===== config.mk =====
export PLATFORM = sky130hd
export DESIGN_NAME = decoder_select_arbiter
export DESIGN_NICKNAME = d
export VERILOG_FILES = /design/src/rtl/decoder_select_arbiter.sv
export SDC_FILE = /design/constraint.sdc
export NUM_CORES = 1
export LEC_CHECK = 0
export BUFFER_PORTS_ARGS = -buffer_cell sky130_fd_sc_hd__buf_2
export CAP_MARGIN = 20
export CORE_MARGIN = 4
export CORE_UTILIZATION = 60
export DETAILED_ROUTE_END_ITERATION = 16
export PLACE_DENSITY = 0.95
export SYNTH_ARGS = -nofsm -noshare
export SYNTH_HDL_FRONTEND = slang
export SYNTH_SLANG_ARGS = --single-unit

===== constraint.sdc =====
create_clock -name clk -period 13.35 [get_ports clk]
set_input_delay 0 -clock clk [delete_from_list [all_inputs] [get_ports clk]]
set_output_delay 0 -clock clk [all_outputs]
set_load 0.02 [all_outputs]

===== src/rtl/decoder_select_arbiter.sv =====
// Round-robin arbiter that shares the registered 6-to-64 one-hot select among NREQ requesters.
// Optional build macro DEC_ARB_ABORT_EN adds an abort input that cuts a DRIVE phase short.
//
// state | meaning
// IDLE  | no select driven, accepting requests
// DRIVE | select driven for the latched hold length, no accepts
// GAP   | one forced all-zero cycle, accepting requests
module decoder_select_arbiter #(
  parameter int NREQ   = 4,
  parameter int HOLD_W = 4,
  localparam int IDW   = (NREQ > 1) ? $clog2(NREQ) : 1
) (
  input  logic                clk,
  input  logic                rst,
  input  logic [NREQ-1:0]     req_valid,
  input  logic [6*NREQ-1:0]   req_addr,
  output logic [NREQ-1:0]     req_ready,
  input  logic [HOLD_W-1:0]   hold_cycles,
`ifdef DEC_ARB_ABORT_EN
  input  logic                abort,
`endif
  output logic [63:0]         sel,
  output logic                sel_valid,
  output logic [IDW-1:0]      grant_id,
  output logic                busy
);

  typedef enum logic [1:0] {IDLE, DRIVE, GAP} state_t;

  state_t             state_q, state_d;
  logic [IDW-1:0]     ptr_q;
  logic [HOLD_W-1:0]  cnt_q;
  logic               win_found;
  logic [IDW-1:0]     win_idx;
  logic [5:0]         win_addr;
  logic [IDW-1:0]     next_ptr;
  logic               accept;
  logic               abort_hit;
  int                 idx;

`ifdef DEC_ARB_ABORT_EN
  assign abort_hit = abort;
`else
  assign abort_hit = 1'b0;
`endif

  // Rotating priority search starting at ptr_q, wrapping modulo NREQ.
  always_comb begin
    win_found = 1'b0;
    win_idx   = '0;
    win_addr  = '0;
    idx       = 0;
    for (int k = 0; k < NREQ; k++) begin
      idx = int'(ptr_q) + k;
      if (idx >= NREQ) idx = idx - NREQ;
      if (!win_found && req_valid[idx]) begin
        win_found = 1'b1;
        win_idx   = IDW'(idx);
        win_addr  = req_addr[6*idx +: 6];
      end
    end
  end

  assign accept    = win_found && (state_q != DRIVE) && !rst;
  assign req_ready = accept ? (NREQ'(1) << win_idx) : '0;
  assign next_ptr  = (win_idx == IDW'(NREQ-1)) ? '0 : win_idx + IDW'(1);
  assign busy      = (state_q == DRIVE);

  always_comb begin
    state_d = state_q;
    case (state_q)
      IDLE, GAP: state_d = accept ? DRIVE : IDLE;
      DRIVE:     if (abort_hit || cnt_q == '0) state_d = GAP;
      default:   state_d = IDLE;
    endcase
  end

  always_ff @(posedge clk or posedge rst) begin
    if (rst) begin
      state_q   <= IDLE;
      ptr_q     <= '0;
      cnt_q     <= '0;
      sel       <= '0;
      sel_valid <= 1'b0;
      grant_id  <= '0;
    end else begin
      state_q <= state_d;
      if (accept) begin
        sel       <= 64'd1 << win_addr;
        sel_valid <= 1'b1;
        grant_id  <= win_idx;
        ptr_q     <= next_ptr;
        // hold of 0 behaves as 1: counter holds the remaining cycles after this one
        cnt_q     <= (hold_cycles == '0) ? '0 : hold_cycles - HOLD_W'(1);
      end else if (state_q == DRIVE) begin
        if (state_d == GAP) begin
          sel       <= '0;
          sel_valid <= 1'b0;
        end else begin
          cnt_q <= cnt_q - HOLD_W'(1);
        end
      end
    end
  end

endmodule

==> results.ini <==
[run_status]
outcome = finished clean

[synth]
netlist_area_um2 = 6066
yosys-top-cells-area = dfrtp_1, mux4_2, mux2i_1, a22o_1, nand2_1
async_flop_share = 1.000
synthFlopType = dfrtp_1
synth-seq-cells = 75
yosysTopAreaCell = dfrtp_1
synth_edf_count = 0
avgSynthCellArea_um2 = 10.37
yosysTopAreaCellShare = 0.3094
syn_inst = 585
yosysSeqAreaShare = 0.3094
ys_warn_count = 0
syn-num-nets = 632
ys_types = 77

[layout]
drive_gt1_frac = 0.3048
fin_nets = 708
instances_no_fill = 799
multi_input_area_um2 = 3899
register_area_um2 = 1878
area_growth_pct = 12.34
fill_cells = 713
diodes = 0

[setup_path]
endpoint_kind = flip-flop
path_max_fanout = 88
critPathRequiredTime_ps = 13610
crit_type = flip-flop to flip-flop
startpoint_type = flip-flop
critPathArrivalTime_ps = 5300

[clock_tree]
cts_buffers = 9
cts_tree = built
htreeDepth = 3
cts_root_buffer = clkbuf_8
cts_resized = 0
cts_sinks = 75
clk_pin_slew_ps = 80
clock_latency_ps = 360
cts_max_path_buffers = 2

[pwr]
power_density_nw_per_um2 = 298.3
p_leak_nw = 3.051
peakVddDrop_uv = 189.9

[grt]
grt.total_usage = 0.3047
grt_pass1_vias = 5376
grt-ovfl-total = 0
antenna_found_initial = 0
grt_max_degree = 89
grt_pass1_wl_um = 28320

[timing]
timing.final.max_slew_violations = 0
grt_setup_unrepaired = false
max_slew_margin = 0.2599
skew_ps = 8.892
clock.fmax_mhz = 198.3
period_minus_slack_ps = 5043
worst_pin_slew_ps = 1110
setup_viol = 0
fin_crit_sh = 0.3778
hold_viol_final = 0
tns_ps = 0
holdWs_ps = 52.86

[detailed_routing]
drt_iter0_drc = 522
drcViolationCount = 0
dr_total_vias = 5620
drtAntennaViolNets = 0
first_pass_iters = 6
drt-total-wl_um = 17540
avgViaCountPerCell = 7.034
wl_per_cell_um = 21.95

[floorplan]
rows = 36
die-area_um2 = 11780
core-area_um2 = 9819
ios = 106
die_h_um = 108.5
start_util = 0.6177
die_w_um = 108.5

[placed_design]
place_hpwl_um = 12370
io_buffers = 105
dp_cells = 778
gp_congestion = 1.017

[job]
max-cap-violations = 0

[min_path]
hold_path_class = input pin to flip-flop

power breakdown:
group,internal (mW),leakage (nW),switching (mW)
logic,0.586,1.94,0.949
clock network,0.0724,0.0924,0.0865
registers,0.294,1.02,0.0444
total,0.952,3.05,1.08
synth_stat cells, types with 7 or more instances:
cell and number:
a22o_1 33, ha_1 13, mux2_2 8, o21ai_0 31
inv_1 14, mux4_2 40, o31ai_1 8, o21ai_1 10
clkbuf_1 21, nand3_1 10, nor2_1 24, nand2b_1 7
a21oi_1 15, nor2b_1 13, a32o_1 8, buf_4 8
nor3_1 9, nand2_1 57, and2_1 7, dfrtp_1 75
mux2i_1 43, buf_2 10, a22oi_1 10, a31oi_1 11
metrics by stage:
stage	power, mW	util	worst slack, ps	instance area, um^2
finish	2.033	0.6939	8307	6814
floorplan	1.516	-	9129	6066
detailed placement	1.834	0.6707	8505	6586
CTS	2.004	0.6939	8387	6814
global placement	1.784	0.6687	8718	6566
global route	2.150	0.6939	8041	6814
worst paths after layout:
path,start,end,slack (ps),cells past startpoint
setup / recovery,ptr_q[1],sel[30],8310,10
hold / removal,hold_cycles[1],cnt_q[0],50,3
setup reg to reg,ptr_q[1],sel[30],8310,10
hold reg to reg,state_q[0],state_q[0],460,1
max in group asynchronous,rst,ptr_q[0],12260,4
min in group asynchronous,rst,sel[63],490,4
placed cells by master, fill, tap and decap left out, types with 3 or more instances in the layout:
cell,netlist,routed
a21oi_1,15,15
a221oi_1,4,4
a22o_1,33,33
a22oi_1,10,10
a31oi_1,11,11
a32o_1,8,8
and2_1,7,7
and3_1,3,3
buf_2,10,105
buf_4,8,5
clkbuf_8,0,10
clkinv_2,0,3
dfrtp_1,75,74
dlygate4sd3_1,0,5
ha_1,13,12
inv_1,14,13
mux2_2,8,8
mux2i_1,43,43
mux4_2,40,40
nand2_1,57,57
nand2b_1,7,7
nand3_1,10,10
nand3b_1,3,3
nand4_1,4,4
nor2_1,24,23
nor2b_1,13,13
nor3_1,9,8
nor3b_1,3,3
nor4_1,5,5
nor4b_4,3,3
o211ai_1,4,4
o21ai_0,31,31
o21ai_1,10,10
o221ai_1,3,3
o22ai_1,4,4
o31ai_1,8,8
or2_2,3,3
xnor2_1,5,5
registers in the layout, summed over array words and instances (netlist names):
name,count
ptr_q,2
sel_valid,1
cnt_q,4
sel,64
state_q,2
grant_id,2
layer usage:
metal	routed length (um)	GRT usage	vias to the layer above
met4	630	0.1307	0
met2	8376	0.4793	396
met3	1717	0.05910	55
met1	6814	0.4130	2751
li1	-	-	2418
met5	0	0	-
what timing repair did:
action                                 in CTS  in global routing
setup buffers                               0                  0
endpoints found under the hold margin      78                  0
hold buffers                                5                  0
critical path: stages, from the launching register on:
cell      delay [ps]
dfrtp_1          510
inv_1            220
ha_4             310
buf_4            830
mux4_2           680
or3b_1           560
o311ai_0         170
a31oi_1          130
o32ai_4          820
nand4b_1         380
o21ai_0          320
cell families (layout without fill, tap and decap cells):
group,after synthesis,after routing,share of synthesized area
other,1,1,0.0006182
adder cells (fa/ha/maj),13,13,0.02682
buffers and inverters,67,148,0.05198
multiplexers,91,91,0.2343
XOR/XNOR,5,5,0.007219
AO/OA/AOI/OAI,167,167,0.2145
AND/OR/NAND/NOR,166,166,0.1551
flip-flops,75,75,0.3094
layout make-up:
class,instances,area share
multi-input combinational,443,0.5722
sequential,75,0.2756
timing repair buffer,116,0.09291
tap,133,0.02442
clock buffer,10,0.02020
inverter,16,0.008814
clock inverter,6,0.005876
Note: power is estimated with default switching activity, not from simulation.
